## config.mk

```make
export PLATFORM = sky130hd
export DESIGN_NAME = uncached_store_queue
export DESIGN_NICKNAME = d
export VERILOG_FILES = /design/src/rtl/dcache_pkg.sv /design/src/rtl/uc_store_fifo.sv /design/src/rtl/uncached_store_queue.sv
export SDC_FILE = /design/constraint.sdc
export NUM_CORES = 1
export LEC_CHECK = 0
export CAP_MARGIN = 20
export CORE_MARGIN = 5
export CORE_UTILIZATION = 25
export CTS_BUF_LIST = sky130_fd_sc_hd__clkbuf_4
export DETAILED_ROUTE_END_ITERATION = 10
export GPL_TIMING_DRIVEN = 0
export PLACE_DENSITY = 0.43
export SLEW_MARGIN = 0
export SYNTH_ARGS = -nofsm -noshare
export SYNTH_HDL_FRONTEND = slang
export SYNTH_SLANG_ARGS = --single-unit
```

## constraint.sdc

```tcl
create_clock -name clk -period 3.5 [get_ports clk]
set_clock_uncertainty 0.1 [all_clocks]
set_input_delay 0.875 -clock clk [delete_from_list [all_inputs] [get_ports clk]]
set_output_delay 0.875 -clock clk [all_outputs]
set_load 0.02 [all_outputs]
```

## src/rtl/dcache_pkg.sv

```systemverilog
// Shared types and constants for the dcache uncached store path.
// Contents:
//   uc_entry_t      one queued uncached store {addr, data, strb}
//   uc_state_t      drain FSM states of uncached_store_queue
//   AXI_BURST_INCR  burst type driven on every uncached write
//   AXI_LEN_SINGLE  burst length for a single-beat write
package dcache_pkg;

    localparam logic [1:0] AXI_BURST_INCR = 2'b01;
    localparam logic [3:0] AXI_LEN_SINGLE = 4'd0;

    typedef struct packed {
        logic [31:0] addr;
        logic [31:0] data;
        logic [3:0]  strb;
    } uc_entry_t;

    typedef enum logic [1:0] {
        UC_IDLE = 2'd0,
        UC_AW   = 2'd1,
        UC_W    = 2'd2,
        UC_B    = 2'd3
    } uc_state_t;

endpackage

```

## src/rtl/uc_store_fifo.sv

```systemverilog
// Entry storage for the uncached store queue: circular buffer with head/tail
// pointers, occupancy count, full/empty flags and a per-slot word-address
// comparator used to flag loads that must wait for a pending store.
// Ports:
//   clk, rst     clock, synchronous active-high reset
//   push         write wr_entry at tail (ignored when full)
//   pop          retire the head entry
//   wr_entry     entry to enqueue
//   head_entry   oldest entry (valid while not empty)
//   ld_word      load word address (byte address bits [31:2])
//   ld_conflict  some occupied slot holds the same word address
//   full, empty  occupancy flags from the registered count
module uc_store_fifo
    import dcache_pkg::*;
#(
    parameter int DEPTH = 4
) (
    input  logic        clk,
    input  logic        rst,
    input  logic        push,
    input  logic        pop,
    input  uc_entry_t   wr_entry,
    output uc_entry_t   head_entry,
    input  logic [29:0] ld_word,
    output logic        ld_conflict,
    output logic        full,
    output logic        empty
);

    localparam int PTR_W = $clog2(DEPTH);

    uc_entry_t            mem [DEPTH];
    logic [PTR_W-1:0]     head;
    logic [PTR_W-1:0]     tail;
    logic [PTR_W:0]       count;
    logic                 push_ok;
    logic [DEPTH-1:0]     occupied;

    assign full       = (count == (PTR_W+1)'(DEPTH));
    assign empty      = (count == '0);
    // A full queue refuses the push even if the head retires this cycle.
    assign push_ok    = push && !full;
    assign head_entry = mem[head];

    always_ff @(posedge clk) begin
        if (rst) begin
            head  <= '0;
            tail  <= '0;
            count <= '0;
        end else begin
            if (push_ok) tail <= tail + 1'b1;
            if (pop)     head <= head + 1'b1;
            case ({push_ok, pop})
                2'b10:   count <= count + 1'b1;
                2'b01:   count <= count - 1'b1;
                default: count <= count;
            endcase
        end
    end

    always_ff @(posedge clk) begin
        if (push_ok) mem[tail] <= wr_entry;
    end

    // Slot i is occupied when its distance from head (mod DEPTH) is below
    // count; this covers the wrapped case without separate logic.
    always_comb begin
        occupied    = '0;
        ld_conflict = 1'b0;
        for (int i = 0; i < DEPTH; i++) begin
            occupied[i] = ({1'b0, PTR_W'(i) - head} < count);
            if (occupied[i] && (mem[i].addr[31:2] == ld_word))
                ld_conflict = 1'b1;
        end
    end

endmodule

```

## src/rtl/uncached_store_queue.sv

```systemverilog
// Uncached store queue: buffers uncached stores from the dcache and drains
// them in program order as single-beat AXI writes through the write buffer's
// uncached pass-through port. Flags loads whose word matches a pending store.
// Ports:
//   clk, rst                      clock, synchronous active-high reset
//   st_valid/st_ready/st_addr/st_data/st_strb   store push handshake
//   ld_addr, ld_conflict          pending-load address, same-word hit
//   empty                         nothing queued and drain FSM idle
//   wb_busy                       write buffer busy; blocks a new drain
//   uchd_wreq                     claims the write buffer AXI write path
//   dch_aw*/dch_w*/dch_bvalid     single-beat AXI write channel
//
// state   | meaning
// --------+-----------------------------------------------------------
// UC_IDLE | no write outstanding; start when an entry waits and !wb_busy
// UC_AW   | address phase for the head entry
// UC_W    | single data beat for the head entry
// UC_B    | waiting for the write response; head retires on bvalid
module uncached_store_queue
    import dcache_pkg::*;
#(
    parameter int DEPTH = 4
) (
    input  logic        clk,
    input  logic        rst,
    input  logic        st_valid,
    output logic        st_ready,
    input  logic [31:0] st_addr,
    input  logic [31:0] st_data,
    input  logic [3:0]  st_strb,
    input  logic [31:0] ld_addr,
    output logic        ld_conflict,
    output logic        empty,
    input  logic        wb_busy,
    output logic        uchd_wreq,
    output logic [31:0] dch_awaddr,
    output logic [3:0]  dch_awlen,
    output logic [1:0]  dch_awburst,
    output logic        dch_awvalid,
    input  logic        dch_awready,
    output logic [31:0] dch_wdata,
    output logic [3:0]  dch_wstrb,
    output logic        dch_wlast,
    output logic        dch_wvalid,
    input  logic        dch_wready,
    input  logic        dch_bvalid
);

    uc_state_t state;
    uc_entry_t wr_entry;
    uc_entry_t head_entry;
    logic      fifo_full;
    logic      fifo_empty;
    logic      push;
    logic      pop;
    logic      unused_ld_bits;

    // The byte offset inside the word does not matter for the hazard check.
    assign unused_ld_bits = ^ld_addr[1:0];

    assign wr_entry    = '{addr: st_addr, data: st_data, strb: st_strb};
    assign st_ready    = !fifo_full;
    assign push        = st_valid && st_ready;
    // The head stays queued (and visible to ld_conflict) until its response.
    assign pop         = (state == UC_B) && dch_bvalid;
    assign empty       = fifo_empty && (state == UC_IDLE);
    assign dch_awlen   = AXI_LEN_SINGLE;
    assign dch_awburst = AXI_BURST_INCR;

    uc_store_fifo #(
        .DEPTH (DEPTH)
    ) u_fifo (
        .clk         (clk),
        .rst         (rst),
        .push        (push),
        .pop         (pop),
        .wr_entry    (wr_entry),
        .head_entry  (head_entry),
        .ld_word     (ld_addr[31:2]),
        .ld_conflict (ld_conflict),
        .full        (fifo_full),
        .empty       (fifo_empty)
    );

    // Outputs are registered alongside the state so each one takes its value
    // for the state being entered; the head entry cannot change mid-write.
    always_ff @(posedge clk) begin
        if (rst) begin
            state       <= UC_IDLE;
            uchd_wreq   <= 1'b0;
            dch_awvalid <= 1'b0;
            dch_awaddr  <= '0;
            dch_wvalid  <= 1'b0;
            dch_wlast   <= 1'b0;
            dch_wdata   <= '0;
            dch_wstrb   <= '0;
        end else begin
            case (state)
                UC_IDLE: begin
                    if (!fifo_empty && !wb_busy) begin
                        state       <= UC_AW;
                        uchd_wreq   <= 1'b1;
                        dch_awvalid <= 1'b1;
                        dch_awaddr  <= head_entry.addr;
                    end
                end
                UC_AW: begin
                    if (dch_awready) begin
                        state       <= UC_W;
                        dch_awvalid <= 1'b0;
                        dch_awaddr  <= '0;
                        dch_wvalid  <= 1'b1;
                        dch_wlast   <= 1'b1;
                        dch_wdata   <= head_entry.data;
                        dch_wstrb   <= head_entry.strb;
                    end
                end
                UC_W: begin
                    if (dch_wready) begin
                        state      <= UC_B;
                        dch_wvalid <= 1'b0;
                        dch_wlast  <= 1'b0;
                        dch_wdata  <= '0;
                        dch_wstrb  <= '0;
                    end
                end
                UC_B: begin
                    if (dch_bvalid) begin
                        state     <= UC_IDLE;
                        uchd_wreq <= 1'b0;
                    end
                end
                default: begin
                    state       <= UC_IDLE;
                    uchd_wreq   <= 1'b0;
                    dch_awvalid <= 1'b0;
                    dch_wvalid  <= 1'b0;
                    dch_wlast   <= 1'b0;
                end
            endcase
        end
    end

endmodule
```

==> impl_metrics.json, run 1 <==
{
  "worst_pin_slew_ns": 0.9178,
  "synthTopCellsByArea": "edfxtp_1 57%, dfxtp_1 11%, mux4_2 11%",
  "cp-start-kind": "input port",
  "synth_cells": 867,
  "start_util_pct": 25.35,
  "critPathMostFrequentCell": "nand4_1",
  "die_area_um2": 62300,
  "h-tree-depth": 3,
  "final_common_cell": "edfxtp_1",
  "nNetsFinal": 1266,
  "cap_viol_max_count": 0,
  "die_h_um": 249.6,
  "rr_worst_depth": 9,
  "grt_use_total_pct": 14.03,
  "drv_slew": 0,
  "worst_ep_required_time_ns": 2.52,
  "ys_seq_area_share_pct": 68.35,
  "io_buffers": 164,
  "violations": "negative setup slack",
  "crit_slowest_cell": "clkdlybuf4s50_1",
  "gp_congestion": 0.8015,
  "die_w_um": 249.6,
  "cts_buffer_depth": 3,
  "setup_ws_ns": -0.2965,
  "synth_cell_types": 44,
  "cp_max_fo": 4,
  "syn_area_per_cell_um2": 16.55,
  "status": "finished, violations left",
  "setup_viol": 1,
  "ys_warn_count": 0,
  "peakVddDrop_mv": 0.2817,
  "hold_violations": 0,
  "hold-worst-slack_ns": 0.3972,
  "rows": 87,
  "antenna_left": 0,
  "clkSlewWorstSetupHoldPaths_ns": 0.07,
  "slowest_delay_ns": 0.56,
  "ios": 188,
  "drt_drc_violations_left": 0,
  "crit_arrival_ns": 2.82,
  "finalCriticalPeriod_ns": 3.796,
  "worstHoldStart": "u_fifo.tail[1]$_SDFFE_PP0P_",
  "worstPathCellList": "clkdlybuf4s50_1, xnor2_1, nand4_1, nor4_1, nand4_1, nand4_1, buf_6",
  "crit-reg2reg-capture": "u_fifo.count[2]$_SDFFE_PP0P_",
  "clockRootBuffer": "clkbuf_4",
  "netlist_area_um2": 14350,
  "startpoint": "ld_addr[16]",
  "clkLatencyLatePin_ns": 0.81,
  "cts.sinks": 354,
  "core-area_um2": 56600,
  "first_pass_iters": 4,
  "gr-total-overflow": 0,
  "synth-seq-cells": 354,
  "yosys.area.top_type": "edfxtp_1",
  "grt_pass1_wl_um": 64480,
  "hold_depth": 2,
  "routed_wirelength_um": 44010,
  "grt_max_degree": 45,
  "whs_endpoint": "u_fifo.tail[1]$_SDFFE_PP0P_",
  "path_delay_family": "simple AND/OR/NAND/NOR gates",
  "dpl.hpwl_um": 30710,
  "rsz0062_at_grt": "true",
  "critPathCaptureType": "output pin",
  "max_freq_ghz": 0.2634,
  "regToRegStartpoint": "u_fifo.count[2]$_SDFFE_PP0P_",
  "power_density_nw_per_um2": 609.6,
  "layout-drive-gt1-share_pct": 24.80,
  "grt_pass1_vias": 9367,
  "yosysTopAreaCellShare_pct": 56.91,
  "r2r_slack_ns": 0.90,
  "wl_per_cell_um": 22.07,
  "cts_tree": "built",
  "finalCritPeriodShare_pct": 108.5,
  "crit_type": "in2out",
  "power.leakage_nw": 6.099,
  "power_mw": 11.35,
  "cp_num_buf_inv": 2,
  "cts_inserted_buffers": 101,
  "nFillCells": 5649,
  "hold_class": "reg2reg",
  "drt_iter0_markers": 426,
  "layout_common_cells": "272 x edfxtp_1, 156 x clkbuf_4, 151 x clkdlybuf4s50_1",
  "vias": 8627,
  "avgViaCountPerCell": 4.326,
  "antenna_found_initial": 8,
  "syn_to_final_growth_pct": 29.70,
  "slew_headroom_pct": 38.81
}
per-layer routing:
layer / wire length [um] / GRT usage [%] / vias to the layer above
met5: 41 / 0 / -
met3: 2920 / 4.966 / 82
met1: 19270 / 17.95 / 4294
li1: - / - / 3971
met2: 20710 / 22.28 / 274
met4: 1058 / 4.735 / 6
sequential cells by signal, summed over array words and instances (netlist names), named ones only:
| name | flops |
|---|---|
| state | 2 |
| u_fifo.head | 2 |
| u_fifo.mem | 272 |
| u_fifo.tail | 2 |
| uchd_wreq | 1 |
| dch_awvalid | 1 |
| dch_awaddr | 32 |
| dch_wdata | 32 |
| dch_wstrb | 4 |
| u_fifo.count | 3 |
| dch_wvalid | 1 |
through the flow:
| step | instances | utilization (%) | setup WS, ns | area, um2 | setup TNS (ns) |
|---|---|---|---|---|---|
| floorplan | 871 | - | 0.3426 | 14370 | 0 |
| global placement | 1791 | 29.95 | -2.142 | 16950 | -562.60 |
| detailed placement | 1795 | 30.18 | -1.260 | 17080 | -1.260 |
| CTS | 1990 | 32.84 | -0.3538 | 18590 | -0.3538 |
| global route | 1992 | 32.87 | -0.3959 | 18610 | -0.3959 |
| finish | 1994 | 32.88 | -0.2965 | 18610 | -0.2965 |
kinds of logic (layout without fill, tap and decap cells):
kind of cell    count (synthesis)  in the layout  synth area share (%)
compound gates                 90             90                 4.647
xor+xnor                      126            126                 7.690
fa+ha+maj                      14             14                 1.273
buf+inv                        73            436                 2.493
flops                         354            354                 68.35
mux                            70             70                 10.82
other cells                     2             10               0.05233
simple gates                  138            138                 4.673
tightest hold or removal path: cells and delay by family (launching register included):
family / cells / cell delay (ns)
AND/OR/NAND/NOR: 1 / 0.06
flip-flops: 1 / 0.34
AO/OA/AOI/OAI: 1 / 0.05
cells in the mapped netlist:
| library cell | count |
|---|---|
| nor4_1 | 11 |
| buf_1 | 1 |
| a221oi_1 | 1 |
| nand3_1 | 2 |
| a211oi_1 | 1 |
| and2_1 | 2 |
| nor4_2 | 1 |
| a21oi_1 | 9 |
| edfxtp_1 | 272 |
| a21oi_2 | 1 |
| o211ai_1 | 2 |
| buf_6 | 3 |
| mux2_2 | 1 |
| inv_1 | 13 |
| nor4b_4 | 1 |
| nand4_1 | 22 |
| a211o_1 | 1 |
| and3_1 | 4 |
| a2111oi_0 | 3 |
| conb_1 | 2 |
| a2bb2oi_1 | 1 |
| clkbuf_1 | 24 |
| a22oi_1 | 68 |
| or4_1 | 1 |
| or3_1 | 1 |
| mux2i_1 | 1 |
| mux4_2 | 68 |
| nor2_2 | 1 |
| buf_2 | 21 |
| buf_4 | 9 |
| clkbuf_2 | 1 |
| ha_1 | 13 |
| fa_1 | 1 |
| a2111o_1 | 2 |
| nor2_1 | 80 |
| dfxtp_1 | 82 |
| nor2b_1 | 1 |
| nand2_1 | 9 |
| nor4b_2 | 1 |
| nor3_1 | 1 |
| inv_2 | 1 |
| o21ai_0 | 1 |
| xnor2_1 | 77 |
| xor2_1 | 49 |
report_power, final:
part | switching (mW) | internal, mW
logic | 1.37 | 0.969
registers | 0.211 | 4.91
clock network | 1.84 | 2.04
layout make-up:
class                   instances  area [um2]  share of cell area, %
flip-flops and latches        354        9822                  52.77
multi-input cells             444        4377                  23.51
repair buffers                171        1760                  9.458
clock buffers                 156        1171                  6.292
well taps                     756       945.9                  5.082
plain buffers                  59       305.3                  1.640
clock inverters                36       163.9                 0.8806
inverters                      14       57.56                 0.3092
diodes                          4       10.01                0.05378
what timing repair did:
action,4_1_cts,5_1_grt
pin swaps,14,0
gates resized for setup,50,1
setup buffers,3,0
hold buffers,0,0
cloned,0,0
endpoints found under the setup margin,3,1
worst max-delay path by stage:
stage                                              to  slack (ns)  cells after the start
after global routing                      ld_conflict       -0.40                      8
after global placement    u_fifo.mem[1][11]$_DFFE_PP_       -2.14                      2
after detailed placement                  ld_conflict       -1.26                      7
after CTS                                 ld_conflict       -0.35                      6
final                                     ld_conflict       -0.30                      7
after floorplan                           ld_conflict        0.34                      6
(Power assumes the default switching activity.)
==> run 2, diff against run 1 <==
--- a/config.mk
+++ b/config.mk
@@ -8,7 +8,8 @@
 export CAP_MARGIN = 20
 export CORE_MARGIN = 5
 export CORE_UTILIZATION = 25
-export CTS_BUF_LIST = sky130_fd_sc_hd__clkbuf_4
+export CTS_BUF_LIST = sky130_fd_sc_hd__clkbuf_16
+export CTS_CLUSTER_DIAMETER = 30
 export DETAILED_ROUTE_END_ITERATION = 10
 export GPL_TIMING_DRIVEN = 0
 export PLACE_DENSITY = 0.43
==> run 2 against run 1 <==
Compared with the run above:
- the run still ends with negative setup slack left
- combinational power about the same
- maximum frequency increased by 5.3%
- routed wire length increased by 1.2%
- flip-flop and latch count unchanged
- sequential power about the same
- cell count decreased by 1.0%
- design area increased by 9.4%
- non-clock buffer count decreased by 1
==> impl_metrics.json, run 2 (synthesis results as in run 1) <==
{
  "status": "finished, violations left",
  "violations": "negative setup slack",
  "cts_tree": "built",
  "ios": 188,
  "core-area_um2": 56600,
  "hold-worst-slack_ns": 0.3933,
  "die_w_um": 249.6,
  "drv_slew": 0,
  "drt_drc_violations_left": 0,
  "vias": 8596,
  "slowest_delay_ns": 0.53,
  "cts_inserted_buffers": 93,
  "rows": 87,
  "startpoint": "ld_addr[5]",
  "cap_viol_max_count": 0,
  "nFillCells": 5421,
  "grt_pass1_vias": 9397,
  "grt_max_degree": 45,
  "hold_violations": 0,
  "cp_max_fo": 4,
  "die_area_um2": 62300,
  "grt_use_met2_pct": 22.56,
  "crit_slowest_cell": "clkdlybuf4s50_1",
  "worst_ep_required_time_ns": 2.52,
  "grt_pass1_wl_um": 65180,
  "cp-start-kind": "input port",
  "io_buffers": 164,
  "use_met1_pct": 18.16,
  "die_h_um": 249.6,
  "power_density_nw_per_um2": 762.6,
  "gr-total-overflow": 0,
  "grt_use_total_pct": 14.19,
  "rsz0062_at_grt": "true",
  "worstPathCellList": "clkdlybuf4s50_1, xnor2_1, nand4_1, nor4_1, nand4_1, nand4_1, buf_6",
  "antenna_left": 0,
  "gp_congestion": 0.8015,
  "critPathMostFrequentCell": "nand4_1",
  "largest_register_ff_count": 272,
  "avgViaCountPerCell": 4.355,
  "worst_pin_slew_ns": 0.9454,
  "nNetsFinal": 1257,
  "routed_wirelength_um": 44540,
  "clkSlewWorstSetupHoldPaths_ns": 0.04,
  "hold_class": "reg2reg",
  "setup_ws_ns": -0.1050,
  "dpl_worst_slack_ns": -1.260,
  "setup_viol": 1,
  "regToRegStartpoint": "u_fifo.count[0]$_SDFFE_PP0P_",
  "grt_most_used_layer": "met2",
  "power.leakage_nw": 6.874,
  "finalCritPeriodShare_pct": 103.0,
  "critPathCaptureType": "output pin",
  "final_common_cell": "edfxtp_1",
  "peakVddDrop_mv": 0.4479,
  "antenna_found_initial": 6,
  "dpl.hpwl_um": 30710,
  "drt_iter0_markers": 444,
  "finalCriticalPeriod_ns": 3.605,
  "clockRootBuffer": "clkbuf_16",
  "syn_to_final_growth_pct": 41.94,
  "layout_common_cells": "272 x edfxtp_1, 148 x clkdlybuf4s50_1, 97 x clkbuf_16",
  "reg_top3": "u_fifo.mem: 272 flops, dch_awaddr: 32 flops, dch_wdata: 32 flops",
  "max_freq_ghz": 0.2774,
  "start_util_pct": 25.35,
  "first_pass_iters": 5,
  "clkLatencyLatePin_ns": 0.61,
  "crit_arrival_ns": 2.63,
  "cts.sinks": 354,
  "h-tree-depth": 3,
  "wl_per_cell_um": 22.56,
  "layout-drive-gt1-share_pct": 23.95,
  "cts_buffer_depth": 3,
  "regMostFlops": "u_fifo.mem",
  "crit_type": "in2out",
  "slew_headroom_pct": 36.98,
  "gr-usage-met3_pct": 5.008,
  "worstHoldStart": "u_fifo.tail[1]$_SDFFE_PP0P_",
  "finish.utilization_pct": 35.99
}
-- run 2: per-layer routing --
layer,vias to the layer above,part of all wire (%)
met2,292,47
met4,6,2.6
met5,-,0.076
li1,3909,-
met3,78,7.1
met1,4311,43
-- run 2: path summary, 6_finish.rpt --
path                                  end  slack (ns)  cells past startpoint
max reg2reg  u_fifo.count[2]$_SDFFE_PP0P_        0.94                     10
max                           ld_conflict       -0.10                      7
min           u_fifo.tail[1]$_SDFFE_PP0P_        0.39                      2
min reg2reg   u_fifo.tail[1]$_SDFFE_PP0P_        0.39                      2
-- run 2: where the power goes --
part | internal, mW | switching (mW) | total, mW
clock | 5.43 | 2.60 | 8.04
sequential | 4.93 | 0.212 | 5.15
combinational | 0.975 | 1.38 | 2.35
-- run 2: final cells by class --
class / count / area [um2] / share of cell area (%)
diodes: 3 / 7.507 / 0.03685
plain buffers: 59 / 306.5 / 1.505
clock buffers: 97 / 2427 / 11.92
clock inverters: 77 / 638.1 / 3.132
inverters: 14 / 57.56 / 0.2825
multi-input cells: 444 / 4423 / 21.71
flip-flops and latches: 354 / 9822 / 48.22
well taps: 756 / 945.9 / 4.643
repair buffers: 170 / 1743 / 8.556
-- run 2: stage by stage --
stage / instance area, um2 / TNS [ns] / power [mW] / cells
5_1_grt: 20370 / -0.1379 / 16.20 / 1972
3_3_place_gp: 16950 / -562.60 / 7.591 / 1791
2_1_floorplan: 14370 / 0 / 6.420 / 871
6_report: 20370 / -0.1050 / 15.54 / 1974
4_1_cts: 20350 / -0.08619 / 15.78 / 1971
3_5_place_dp: 17080 / -1.260 / 7.590 / 1795
-- run 2: worst max-delay path, delay by kind of cell --
| family | cells | cell delay (ns) |
|---|---|---|
| simple gates | 4 | 0.75 |
| buf+inv | 2 | 0.69 |
| xor+xnor | 1 | 0.31 |
-- run 2: timing repair --
| item | in CTS | in global routing |
|---|---|---|
| pin swaps | 16 | 0 |
| gates resized for setup | 88 | 2 |
| hold buffers | 0 | 0 |
| endpoints found under the hold margin | 0 | 0 |
| buffers inserted | 2 | 0 |
| endpoints found under the setup margin | 1 | 1 |
==> run 3, diff against run 2 <==
--- a/config.mk
+++ b/config.mk
@@ -5,6 +5,7 @@
 export SDC_FILE = /design/constraint.sdc
 export NUM_CORES = 1
 export LEC_CHECK = 0
+export ABC_AREA = 1
 export CAP_MARGIN = 20
 export CORE_MARGIN = 5
 export CORE_UTILIZATION = 25
@@ -12,6 +13,7 @@
 export CTS_CLUSTER_DIAMETER = 30
 export DETAILED_ROUTE_END_ITERATION = 10
 export GPL_TIMING_DRIVEN = 0
+export MAX_ROUTING_LAYER = met4
 export PLACE_DENSITY = 0.43
 export SLEW_MARGIN = 0
 export SYNTH_ARGS = -nofsm -noshare
==> constraint.sdc (replaced) <==
create_clock -name clk -period 4.4 [get_ports clk]
set_clock_uncertainty 0.1 [all_clocks]
set_input_delay 1.1 -clock clk [delete_from_list [all_inputs] [get_ports clk]]
set_output_delay 1.1 -clock clk [all_outputs]
set_load 0.02 [all_outputs]
==> run 3 against run 2 <==
Compared with the run above:
- cell count grew 39%
- largest power group unchanged
- area after synthesis is 7.4% higher
- worst setup slack better by 0.28 ns
- clock power decreased by 15%
- core utilization decreased by 0.55 points
- register-to-register slack gained 0.99 ns
- synthesized cell count grew 80%
- hold slack worse by 0.033 ns
- the run now ends clean
- sequential share of layout area is 3.1 points lower
- total power is 12% lower
- critical path depth increased by 5
- non-clock buffer count up 33
==> impl_metrics.json, run 3 <==
{
  "status": "completed",
  "grt_pass1_vias": 12662,
  "comb_power_share_pct": 19.0,
  "synthArstFlopShare_pct": 0,
  "gp_congestion": 0.8497,
  "power.leakage_nw": 8.390,
  "worst_pin_slew_ns": 1.117,
  "crit_arrival_ns": 3.02,
  "peakVddDrop_mv": 0.3382,
  "dpl.hpwl_um": 38310,
  "largest_register_ff_count": 272,
  "h-tree-depth": 3,
  "r2r_slack_ns": 1.93,
  "placed_cell_area_um2": 18470,
  "vias": 12219,
  "cts.sinks": 354,
  "io_buffers": 176,
  "reg_top3": "u_fifo.mem: 272 flops, dch_awaddr: 32 flops, dch_wdata: 32 flops",
  "max_freq_ghz": 0.2369,
  "area.sequential_um2": 9809,
  "drv_slew": 0,
  "synth-seq-cells": 354,
  "die_w_um": 258.3,
  "ys_warn_count": 0,
  "nNetsFinal": 1976,
  "layout_common_cells": "403 x nand2_1, 272 x edfxtp_1, 174 x clkdlybuf4s50_1",
  "synth_most_common_cell": "nand2_1",
  "cts_tree": "built",
  "rows": 91,
  "slew_headroom_pct": 25.55,
  "final_common_cell": "nand2_1",
  "first_pass_iters": 5,
  "power_density_nw_per_um2": 625.7,
  "cp_num_buf_inv": 3,
  "crit_slowest_cell": "clkdlybuf4s50_1",
  "hold_class": "reg2reg",
  "core-area_um2": 61370,
  "internal-power_mw": 9.681,
  "drt_drc_violations_left": 0,
  "worst_ep_required_time_ns": 3.20,
  "clkPwrFrac_pct": 50.2,
  "ctsHoldBuffers": 0,
  "design_area_um2": 21750,
  "crit_type": "in2out",
  "ys.flop_type": "edfxtp_1",
  "antenna_left": 0,
  "dp_cells": 2544,
  "rr_worst_depth": 6,
  "finalCritPeriodShare_pct": 95.93,
  "hold_depth": 2,
  "syn_to_final_growth_pct": 41.13,
  "netlist_area_um2": 15410,
  "syn_area_per_cell_um2": 9.867,
  "die_area_um2": 66710,
  "critPathCaptureType": "output pin",
  "cts_inserted_buffers": 98,
  "rsz0062_at_grt": "false",
  "ys_seq_area_share_pct": 63.65,
  "finalCriticalPeriod_ns": 4.221,
  "hold_violations": 0,
  "nFillCells": 6198,
  "routed_wirelength_um": 54960,
  "hold-worst-slack_ns": 0.3605,
  "cp-start-kind": "input port",
  "regMostFlops": "u_fifo.mem",
  "yosysTopAreaCellShare_pct": 53.00,
  "grt_max_degree": 25,
  "clockRootBuffer": "clkbuf_16",
  "multiInputGateArea_um2": 4737,
  "die_h_um": 258.3,
  "synthTopCellsByArea": "edfxtp_1 53%, dfxtp_1 11%, nand2_1 9.8%",
  "grt_pass1_wl_um": 79580,
  "post-cts-setup-buffers": 0,
  "pwr-share-seq_pct": 30.8,
  "cp_max_fo": 5,
  "synth_cells": 1562,
  "synth_cell_types": 35,
  "clkSlewWorstSetupHoldPaths_ns": 0.04,
  "power_mw": 13.61,
  "wl_per_cell_um": 20.09,
  "cts_buffer_depth": 3,
  "setup_viol": 0,
  "switchingPower_mw": 3.929,
  "avgViaCountPerCell": 4.468,
  "grt_use_total_pct": 16.53,
  "ios": 188,
  "start_util_pct": 25.11,
  "slowest_delay_ns": 0.63,
  "yosys.area.top_type": "edfxtp_1",
  "cp.depth": 12,
  "finish.utilization_pct": 35.44,
  "layout-drive-gt1-share_pct": 13.27,
  "final_cells": 2735,
  "gr-total-overflow": 0,
  "switching_share_pct": 28.87,
  "clkLatencyLatePin_ns": 0.63,
  "synth-edff-count": 272,
  "worstPathCellList": "clkdlybuf4s50_1, inv_1, nand2_1, nand2_1, nor2_1, nand2_1, nor2_1, nand3_1, nor2_1, nor2_1, nand2_1, clkbuf_2",
  "antenna_found_initial": 8,
  "path_delay_family": "simple AND/OR/NAND/NOR gates",
  "cap_viol_max_count": 0,
  "drt_iter0_markers": 883,
  "synthTopCellsByCount": "403 x nand2_1, 272 x edfxtp_1, 172 x nor2_1, 154 x o21ai_0, 127 x inv_1"
}
==> run 3: cell count changes after synthesis, moves of 19 or more <==
cell     previous run  this run
a22oi_1            68         0
a21oi_1             9       111
xor2_1             49        20
mux4_2             68         0
nand2_1             9       403
nor2_1             80       172
a21oi_2             1        20
o22ai_1             0        40
o21ai_0             1       154
inv_1              13       127
xnor2_1            77        13
==> run 3: power by group through the flow <==
stage	Clock (mW)	Combinational, mW	Sequential [mW]
final	6.84	2.58	4.19
after global routing	7.17	2.79	4.23
after CTS	6.98	2.63	4.20
after detailed placement	0	2.61	4.25
after global placement	0	2.56	4.28
after floorplan	0	1.08	4.48
==> run 3: per-stage QoR <==
stage / setup TNS (ns) / setup slack, ns
3_3_place_gp: -1139.76 / -4.395
2_1_floorplan: -86.17 / -0.3168
6_report: 0 / 0.1791
4_1_cts: 0 / 0.01321
5_1_grt: 0 / 0.001827
3_5_place_dp: -0.2525 / -0.2525
==> run 3: worst paths after layout <==
path / startpoint / end
setup / recovery: ld_addr[3] / ld_conflict
hold / removal: dch_awaddr[21]$_SDFFE_PP0P_ / dch_awaddr[21]$_SDFFE_PP0P_
setup reg to reg: u_fifo.count[0]$_SDFFE_PP0P_ / u_fifo.mem[3][49]$_DFFE_PP_
hold reg to reg: dch_awaddr[21]$_SDFFE_PP0P_ / dch_awaddr[21]$_SDFFE_PP0P_
==> run 3: layer usage <==
layer / part of all wire [%] / global-route usage (%) / vias up / wire (um)
met4: 3.3 / 6.286 / 0 / 1811
met3: 8.3 / 5.203 / 104 / 4541
met5: 0 / - / - / 0
met1: 41 / 19.60 / 5798 / 22740
li1: - / - / 5881 / -
met2: 47 / 26.52 / 436 / 25860
==> run 3: cell type report <==
cell class,count,area share [%]
Multi-Input combinational cell,1004,21.78
Tap cell,790,4.544
Buffer,73,1.835
Inverter,135,2.353
Timing Repair Buffer,189,9.365
Antenna cell,8,0.09204
Clock inverter,82,3.428
Sequential cell,354,45.10
Clock buffer,100,11.50
==> run 3: what timing repair did <==
item | 4_1_cts | 5_1_grt
cloned | 0 | 0
resized for setup | 1 | 3
hold endpoints to repair | 0 | 0
setup endpoints to repair | 1 | 1
==> run 3: worst min-delay path: cells and delay by family, from the launching register on <==
| kind | cells | cell delay [ns] |
|---|---|---|
| simple gates | 1 | 0.06 |
| flops | 1 | 0.30 |
| compound gates | 1 | 0.05 |
==> run 3: cells by family after synthesis <==
logic type / after synthesis / synth area share (%)
and+or+nand+nor: 608 / 15.31
DFF: 354 / 63.65
xor gates and xnor gates: 33 / 1.875
buffers and inverters: 208 / 5.910
adders and majority gates: 14 / 1.185
AOI/OAI and AO/OA: 343 / 12.02
other: 2 / 0.04873
